==> config.mk <==
export PLATFORM = sky130hd
export DESIGN_NAME = bcd_down_counter
export DESIGN_NICKNAME = d
export VERILOG_FILES = /design/src/rtl/bcd_down_counter.sv
export SDC_FILE = /design/constraint.sdc
export NUM_CORES = 1
export LEC_CHECK = 0
export ABC_CLOCK_PERIOD_IN_PS = 3300
export CORE_AREA = 2 2 39 41
export CTS_BUF_LIST = sky130_fd_sc_hd__clkbuf_8
export CTS_CLUSTER_DIAMETER = 150
export DETAILED_ROUTE_END_ITERATION = 8
export DIE_AREA = 0 0 41 43
export DONT_BUFFER_PORTS = 1
export GPL_ROUTABILITY_DRIVEN = 1
export GPL_TIMING_DRIVEN = 0
export PLACE_DENSITY_LB_ADDON = 0.12
export SETUP_SLACK_MARGIN = 0.1
export SLEW_MARGIN = 0
export SYNTH_ARGS = -nofsm -noshare
export SYNTH_HDL_FRONTEND = slang
export SYNTH_SLANG_ARGS = --single-unit
==> constraint.sdc <==
create_clock -name clk -period 3.3 [get_ports clk]
set_input_delay 0.825 -clock clk [delete_from_list [all_inputs] [get_ports clk]]
set_output_delay 0.825 -clock clk [all_outputs]
set_load 0.02 [all_outputs]
==> src/rtl/bcd_down_counter.sv <==
// bcd_down_counter: multi-digit BCD countdown timer with load, pause,
// terminal-count pulse and optional auto-reload from a shadow register.
module bcd_down_counter #(
    parameter int DIGITS      = 2,
    parameter bit AUTO_RELOAD = 1'b0
) (
    input  logic                  clk,
    input  logic                  reset,
    input  logic                  load,
    input  logic [4*DIGITS-1:0]   load_value,
    input  logic                  start,
    input  logic                  pause,
    input  logic                  tick_en,
    output logic [4*DIGITS-1:0]   q,
    output logic                  running,
    output logic                  done,
    output logic [DIGITS-1:0]     borrow
);

    localparam int W = 4 * DIGITS;

    typedef enum logic [1:0] {
        S_IDLE    = 2'd0,
        S_RUN     = 2'd1,
        S_PAUSED  = 2'd2,
        S_EXPIRED = 2'd3
    } state_t;

    state_t           r_state;
    state_t           w_state_next;
    logic [W-1:0]     r_q;
    logic [W-1:0]     w_q_next;
    logic [W-1:0]     r_shadow;
    logic [W-1:0]     w_shadow_next;
    logic             r_done;
    logic             w_done_next;

    logic [W-1:0]     w_q_dec;
    logic [W-1:0]     w_load_clamped;
    logic [DIGITS-1:0] w_dig_en;
    logic [DIGITS-1:0] w_dig_zero;
    logic             w_q_zero;
    logic             w_dec_zero;
    logic             w_dec_fire;

    // Per-digit decrement, borrow chain and load clamping.
    // A digit decrements only when every lower digit is already zero.
    genvar gi;
    generate
        for (gi = 0; gi < DIGITS; gi++) begin : g_digit
            assign w_dig_zero[gi] = (r_q[4*gi +: 4] == 4'd0);

            if (gi == 0) begin : g_en0
                assign w_dig_en[gi] = 1'b1;
            end else begin : g_enn
                assign w_dig_en[gi] = &w_dig_zero[gi-1:0];
            end

            assign w_q_dec[4*gi +: 4] = !w_dig_en[gi]  ? r_q[4*gi +: 4] :
                                        w_dig_zero[gi] ? 4'd9 :
                                                         r_q[4*gi +: 4] - 4'd1;

            assign w_load_clamped[4*gi +: 4] = (load_value[4*gi +: 4] > 4'd9) ?
                                               4'd9 : load_value[4*gi +: 4];

            assign borrow[gi] = w_dec_fire & w_dig_en[gi] & w_dig_zero[gi];
        end
    endgenerate

    assign w_q_zero   = (r_q == '0);
    assign w_dec_zero = (w_q_dec == '0);
    // A real decrement happens this cycle (zero is never decremented past).
    assign w_dec_fire = (r_state == S_RUN) & tick_en & ~pause & ~load & ~w_q_zero;

    // Next-state, next-count and done-pulse decode; load overrides everything.
    always_comb begin
        w_state_next  = r_state;
        w_q_next      = r_q;
        w_shadow_next = r_shadow;
        w_done_next   = 1'b0;
        if (load) begin
            w_q_next      = w_load_clamped;
            w_shadow_next = w_load_clamped;
            w_state_next  = S_IDLE;
        end else begin
            case (r_state)
                S_IDLE: begin
                    if (start) begin
                        if (w_q_zero) begin
                            w_state_next = S_EXPIRED;
                            w_done_next  = 1'b1;
                        end else begin
                            w_state_next = S_RUN;
                        end
                    end
                end
                S_RUN: begin
                    if (pause) begin
                        w_state_next = S_PAUSED;
                    end else if (tick_en) begin
                        if (w_q_zero) begin
                            w_state_next = S_EXPIRED;
                            w_done_next  = 1'b1;
                        end else begin
                            w_q_next = w_q_dec;
                            if (w_dec_zero) begin
                                w_state_next = S_EXPIRED;
                                w_done_next  = 1'b1;
                            end
                        end
                    end
                end
                S_PAUSED: begin
                    if (start && !pause) begin
                        w_state_next = S_RUN;
                    end
                end
                S_EXPIRED: begin
                    if (AUTO_RELOAD) begin
                        if (r_shadow != '0) begin
                            w_q_next     = r_shadow;
                            w_state_next = S_RUN;
                        end
                    end else if (start && !w_q_zero) begin
                        w_state_next = S_RUN;
                    end
                end
                default: begin
                    w_state_next = S_IDLE;
                end
            endcase
        end
    end

    // State, count, shadow and done registers; reset aborts any count at once.
    always_ff @(posedge clk or negedge reset) begin
        if (!reset) begin
            r_state  <= S_IDLE;
            r_q      <= '0;
            r_shadow <= '0;
            r_done   <= 1'b0;
        end else begin
            r_state  <= w_state_next;
            r_q      <= w_q_next;
            r_shadow <= w_shadow_next;
            r_done   <= w_done_next;
        end
    end

    assign q       = r_q;
    assign running = (r_state == S_RUN);
    assign done    = r_done;

endmodule

==> impl_results.md, run 1 <==
- Sink Count: 11
- Number of global-route vias before repair: roughly 600
- GP Congestion: 0.787
- Clock-pin transition on the worst setup and hold timing paths: 0.05 ns
- Ys Warns: 0
- Final Skew: 0.00165 ns
- Half-perimeter wire length after detailed placement: 1160 um
- Setup crit start: pause
- Max_cap viols: 0
- Slew of the pin with the lowest slew margin: 0.607 ns
- Cell types with the highest counts after synthesis: 11 x sky130_fd_sc_hd__dfrtp_1, 10 x sky130_fd_sc_hd__nand2_1, 9 x sky130_fd_sc_hd__o21ai_0
- Async set-or-reset flop fraction in the synthesized netlist: 100%
- Clock root buffer: sky130_fd_sc_hd__clkbuf_8
- Cell area power density: between 400 and 500 mW/mm^2
- Hold buffers post-CTS: 0
- Area Overhead vs Synth: 8.93%
- Worst Path Max Fanout: 7
- Syn Nets: 94
- Starting density of the core: 52.6%
- Height of the die: 43 um
- Total number of placement rows: 14
- Layout net count: 99
- Overall fraction of global-route tracks in use: 20.7%
- Number of enable-type register cells in the synthesized netlist: 0
- Final-report max-slew violation count: 0
- Top-level port count: 26
- Most instantiated library cell after synthesis: sky130_fd_sc_hd__dfrtp_1
- Cell Count Post-Placement: 96
- Post-layout instance count excluding filler cells: 100
- Netlist area before placement: 728 um^2
- Chip width: 41 um
- Mean post-synth cell area: 9.10 um^2
- Setup crit end kind: output pin
- Final critical path time including I/O delays and setup: 2.66 ns
- Number of storage elements in the synthesis netlist: 11
- Category of the critical setup timing path: input port to output pin
- Share of Yosys cell area claimed by the top area cell type: between 30% and 40%
- Clock tree from TritonCTS: done
- Number of buffers inserted by post-CTS setup repair: 0
- Cell taking the most area after synthesis: sky130_fd_sc_hd__dfrtp_1
- Dominant cells by area after synthesis: sky130_fd_sc_hd__dfrtp_1 38%, sky130_fd_sc_hd__o21ai_0 6.2%, sky130_fd_sc_hd__nand2_1 5.2%
- Final total power: around 360 uW
- Count of instances resized after the clock tree is built: 0
- Sequential cell area fraction in the yosys report: 37.8%
- Level count of the clock H-tree: 1
- Worst-skew pair later-pin latency: 0.24 ns
- Largest net degree at the start of global routing: 12
- Number of hold violations in the final report: 0
- Final count of negative-setup-slack endpoints: 0
- Total die area: 0.00176 mm^2
- Detail Route Antenna Nets: 0
- Number of CTS-inserted buffers: 3
- Relative max-transition margin: 59.5%
- P_leak: about 0.29 nW
- Setup TNS Final: 0 ns
- Violation count after the first detailed-routing iteration: 6
- Top_reg_cell synth: sky130_fd_sc_hd__dfrtp_1
- Number of buffers inserted by port buffering: 0
- Post-Synthesis Cells: 80
- Initial antenna violation count: 0
- Wire length of the first global-routing pass: between 2000 and 2500 um
- Routed len/inst: 15.2 um
- Startpoint type of the worst setup path: input port
- Proportion of layout cells with a drive suffix above 1: 13.1%
- Vias per cell: approximately 6.1
- Worst endpoint data arrival time: approximately 1.8 ns
- Maximum achievable frequency: 376 MHz
- Core area: roughly 0.0014 mm^2
- Result of the run: complete, no violations
- Diode insertion count for antenna repair: 0
- Worst endpoint required time: 2.47 ns
- Clock Path Buffers: 2
- Detailed-route wire length: 1520 um
- RSZ-0062 raised after global routing: no
- Yosys cell types: 35
- Vias post-DR: 609
- Worst min path class: input port to asynchronous set/reset pin
- Startpoint of the worst-slack reg-to-reg timing path: q[0]
- DRT Pass-1 Iters: 3
- Maximum vdd ir drop: 0.000300 V
- Portion of the clock cycle consumed by the worst path in the final layout: 80.7%
- Post-route DRC violation count: 0
- Final global-route overflow total: 0
-- cell usage in the layout, fill, tap and decap left out --
| cell type | netlist | final |
|---|---|---|
| sky130_fd_sc_hd__nor2_1 | 5 | 5 |
| sky130_fd_sc_hd__buf_4 | 1 | 1 |
| sky130_fd_sc_hd__clkbuf_8 | 0 | 3 |
| sky130_fd_sc_hd__nand4bb_4 | 1 | 1 |
| sky130_fd_sc_hd__o21bai_1 | 1 | 1 |
| sky130_fd_sc_hd__o21ai_0 | 9 | 9 |
| sky130_fd_sc_hd__and4bb_2 | 1 | 1 |
| sky130_fd_sc_hd__conb_1 | 1 | 1 |
| sky130_fd_sc_hd__clkbuf_1 | 2 | 2 |
| sky130_fd_sc_hd__o31a_1 | 1 | 1 |
| sky130_fd_sc_hd__nor3b_1 | 1 | 1 |
| sky130_fd_sc_hd__nor4_2 | 2 | 2 |
| sky130_fd_sc_hd__o21a_1 | 1 | 1 |
| sky130_fd_sc_hd__o41ai_1 | 2 | 2 |
| sky130_fd_sc_hd__a31o_2 | 1 | 1 |
| sky130_fd_sc_hd__and2_0 | 1 | 1 |
| sky130_fd_sc_hd__o221ai_1 | 1 | 1 |
| sky130_fd_sc_hd__nand2b_1 | 1 | 1 |
| sky130_fd_sc_hd__nor2b_1 | 5 | 5 |
| sky130_fd_sc_hd__xnor2_1 | 1 | 1 |
| sky130_fd_sc_hd__mux2i_1 | 2 | 2 |
| sky130_fd_sc_hd__a21oi_1 | 4 | 4 |
| sky130_fd_sc_hd__a211o_1 | 1 | 1 |
| sky130_fd_sc_hd__nand2_1 | 10 | 10 |
| sky130_fd_sc_hd__nand3_1 | 1 | 1 |
| sky130_fd_sc_hd__nand3b_1 | 1 | 1 |
| sky130_fd_sc_hd__nor4b_4 | 1 | 1 |
| sky130_fd_sc_hd__a211oi_1 | 1 | 1 |
| sky130_fd_sc_hd__a32oi_1 | 1 | 1 |
| sky130_fd_sc_hd__dfrtp_1 | 11 | 11 |
| sky130_fd_sc_hd__nor3_1 | 2 | 2 |
| sky130_fd_sc_hd__inv_1 | 3 | 4 |
| sky130_fd_sc_hd__o21ai_1 | 1 | 1 |
| sky130_fd_sc_hd__nor4b_1 | 1 | 1 |
| sky130_fd_sc_hd__a22oi_1 | 1 | 1 |
| sky130_fd_sc_hd__buf_2 | 1 | 1 |
-- sequential cells by signal, summed over array words and instances, names as in the netlist --
| register | cells |
|---|---|
| done | 1 |
| r_state | 2 |
| q | 8 |
-- power by group --
| group | switching [mW] | leakage (nW) | internal (mW) |
|---|---|---|---|
| logic | 0.0278 | 0.125 | 0.0249 |
| clock network | 0.0511 | 0.0269 | 0.0817 |
| registers | 0.0304 | 0.137 | 0.146 |
| total | 0.109 | 0.289 | 0.252 |
-- critical path: stages --
cell and delay, ns:
sky130_fd_sc_hd__nand4bb_4 0.27, sky130_fd_sc_hd__nor4b_4 0.34, sky130_fd_sc_hd__nor2b_1 0.40
-- through the flow --
stage / cell area (um^2) / setup slack, ns / hold WS, ns / util (%)
after floorplan: 728 / 0.700 / 0.525 / -
after global placement: 748 / 0.609 / 0.530 / 54.1
after detailed placement: 748 / 0.624 / 0.530 / 54.1
after CTS: 793 / 0.618 / 0.277 / 57.3
after global routing: 793 / 0.480 / 0.267 / 57.3
final: 793 / 0.638 / 0.277 / 57.3
-- layout make-up --
type,instances,area (um^2)
Buffer,4,20.0
Clock inverter,1,3.75
Sequential cell,11,275
Inverter,3,11.3
Tap cell,16,20.0
Multi-Input combinational cell,62,422
Fill cell,141,591
Clock buffer,3,41.3
-- path summary, 6_finish.rpt --
path / end / slack (ns) / cells after the start
worst max register to register: q[6] / 1.56 / 5
worst max-delay path: borrow[0] / 0.64 / 3
min in group clk: done / 0.62 / 1
worst min register to register: done / 0.62 / 1
worst min-delay path: q[0] / 0.28 / 0
max in group asynchronous: q[4] / 2.95 / 0
-- layer usage --
metal / routed length, um / global-route usage (%) / up-vias
met1: 672 / 27.3 / 288
met2: 743 / 31.6 / 16
met3: 65 / 1.57 / 5
met4: 35 / 12.0 / 0
li1: - / - / 300
met5: 0 / 0 / -
-- logic make-up (layout without fill, tap and decap cells) --
group                     count (synthesis)  count (layout)  synth area share (%)
other                                     1               1                 0.515
DFF                                      11              11                  37.8
muxes                                     2               2                  2.75
buffers and inverters                     7              11                  4.30
xor gates and xnor gates                  1               1                  1.20
AOI/OAI and AO/OA                        25              25                  22.2
and+or+nand+nor                          33              33                  31.3
No activity file was read; power rests on OpenSTA's default activity.
==> inputs of run 2 (changes only) <==
--- a/config.mk
+++ b/config.mk
@@ -5,7 +5,7 @@
 export SDC_FILE = /design/constraint.sdc
 export NUM_CORES = 1
 export LEC_CHECK = 0
-export ABC_CLOCK_PERIOD_IN_PS = 3300
+export ABC_CLOCK_PERIOD_IN_PS = 2470
 export CORE_AREA = 2 2 39 41
 export CTS_BUF_LIST = sky130_fd_sc_hd__clkbuf_8
 export CTS_CLUSTER_DIAMETER = 150
==> constraint.sdc (replaced) <==
create_clock -name clk -period 2.47 [get_ports clk]
set_input_delay 0.6175 -clock clk [delete_from_list [all_inputs] [get_ports clk]]
set_output_delay 0.6175 -clock clk [all_outputs]
set_load 0.02 [all_outputs]
==> run 2 against run 1 <==
Setup slack worse by 0.40 ns. Critical endpoint unchanged. Clock-buffer cell count unchanged. Sequential power up 34%. Clock skew about the same. First-iteration DRC count down 17%. Sequential share of layout area down 0.54 points. Die area unchanged. Flip-flop and latch count unchanged. Utilization up 0.90 points. Highest routed layer unchanged. Total power up 34%. Via count down 0.66%. Final cell count unchanged.
==> impl_results.md, run 2 (synthesized netlist as in run 1, its figures left out) <==
- Register-to-register path setup slack: 0.75 ns
- Portion of the clock cycle consumed by the worst path in the final layout: 90.5%
- Max_cap viols: 0
- Slew of the pin with the lowest slew margin: 0.607 ns
- Cell area power density: 601 mW/mm^2
- Largest net degree at the start of global routing: 12
- Worst endpoint required time: 1.85 ns
- Setup TNS Final: 0 ns
- Worst endpoint data arrival time: 1.62 ns
- Startpoint of the worst-slack reg-to-reg timing path: q[0]
- Commonest non-fill, non-tap cells in the layout: 11 x sky130_fd_sc_hd__dfrtp_1, 10 x sky130_fd_sc_hd__nand2_1, 9 x sky130_fd_sc_hd__o21ai_0, 5 x sky130_fd_sc_hd__nor2_1
- Vias post-DR: a little over 600
- Detail Route Antenna Nets: 0
- Clock-pin transition on the worst setup and hold timing paths: roughly 0.05 ns
- Flip-flop count of the largest register, all copies and words added: 8
- Diode insertion count for antenna repair: 0
- Half-perimeter wire length after detailed placement: 1160 um
- Result of the run: complete, no violations
- DRT Pass-1 Iters: 3
- Post-route DRC violation count: 0
- Maximum vdd ir drop: 0.000400 V
- Fin Hold WS: 0.0700 ns
- Starting density of the core: 52.6%
- Layout filler cell count: 141
- Core area: 0.00138 mm^2
- Relative max-transition margin: 59.5%
- Area taken by flip-flops and latches: ~280 um^2
- RSZ-0062 raised after global routing: no
- Maximum achievable frequency: 447 MHz
- Layout net count: 99
- Routed len/inst: 15.2 um
- Final-report max-slew violation count: 0
- Proportion of layout cells with a drive suffix above 1: 15.5%
- Overall fraction of global-route tracks in use: 20.8%
- Worst-skew pair later-pin latency: 0.24 ns
- Initial antenna violation count: 0
- Number of buffers inserted by post-CTS setup repair: 0
- Number of global-route vias before repair: 589
- Number of hold violations in the final report: 0
- Total die area: 0.00176 mm^2
- Clock tree from TritonCTS: done
- P_leak: 0.290 nW
- Vias per cell: 6.05
- Total number of placement rows: 14
- Category of the critical setup timing path: register to output pin
- Violation count after the first detailed-routing iteration: 5
- Final total power: 485 uW
- Detailed-route wire length: 1520 um
- Height of the die: between 40 and 50 um
- End-of-flow core utilization: 58.2%
- Final critical path time including I/O delays and setup: 2.24 ns
- Area Overhead vs Synth: 10.7%
- Worst min path class: input port to asynchronous set/reset pin
- Post-layout instance count excluding filler cells: 100
- Startpoint type of the worst setup path: register
- Number of CTS-inserted buffers: 3
- End of the critical path: borrow[0]
- Setup crit start: r_state[1]
- Cell count of the worst reg-to-reg path: 5
- Clock root buffer: sky130_fd_sc_hd__clkbuf_8
- Cell Count Post-Placement: 96
- Setup crit end kind: output pin
- Number of buffers inserted by port buffering: 0
- Total area of multi-input combinational cells: 434 um^2
- Wire length of the first global-routing pass: about 2500 um
- Clock Path Buffers: 2
- R2R Path End: q[6]
- GP Congestion: between 0.7 and 0.8
- Top-level port count: 26
- Leading cell type in the layout, fill and taps excluded: sky130_fd_sc_hd__dfrtp_1
- Final Skew: 0.00151 ns
- Worst Path Max Fanout: 8
- Level count of the clock H-tree: 1
- Chip width: 41 um
- Sink Count: 11
- Final count of negative-setup-slack endpoints: 0
- Final global-route overflow total: 0
run 2: per-stage QoR:
step	area, um^2	worst slack (ns)
5_1_grt	806	0.112
2_1_floorplan	728	0.285
4_1_cts	801	0.172
3_5_place_dp	748	0.209
6_report	806	0.235
3_3_place_gp	748	0.194
run 2: worst min path at each step:
| stage | startpoint | endpoint | slack [ns] |
|---|---|---|---|
| floorplan | reset | done | 0.32 |
| global route | reset | done | 0.06 |
| CTS | reset | q[0] | 0.07 |
| detailed placement | reset | r_state[0] | 0.32 |
| global placement | reset | r_state[0] | 0.32 |
| finish | reset | q[0] | 0.07 |
run 2: critical path, stage by stage (launching register included):
cell	delay, ns
sky130_fd_sc_hd__dfrtp_1	0.46
sky130_fd_sc_hd__nand4bb_4	0.30
sky130_fd_sc_hd__nor4b_4	0.35
sky130_fd_sc_hd__nor2b_4	0.26
run 2: final cells by class:
cell class / instances / area share (%)
buffer: 4 / 2.48
clock buffer: 3 / 5.12
clock inverter: 1 / 0.466
inverter: 3 / 1.40
multi-input combinational: 62 / 53.9
sequential: 11 / 34.2
tap: 16 / 2.48
run 2: metal layers:
layer  GRT usage (%)  up-vias  wire (um)
met5               0        -          0
met4            12.0        0         35
met3            1.57        5         64
met2            30.9       16        737
met1            28.3      285        682
li1                -      299          -
run 2: repair_timing:
action                     CTS  global route
pin swaps                    0             0
hold buffers                 0             0
setup endpoints to repair    1             1
gates resized for setup      2             1
cloned                       0             0
run 2: power by group:
part / internal [mW] / switching [mW] / leakage, nW / total, mW
registers: 0.195 / 0.0414 / 0.137 / 0.236
clock network: 0.109 / 0.0681 / 0.0269 / 0.177
logic: 0.0338 / 0.0374 / 0.126 / 0.0712
total: 0.338 / 0.147 / 0.290 / 0.485
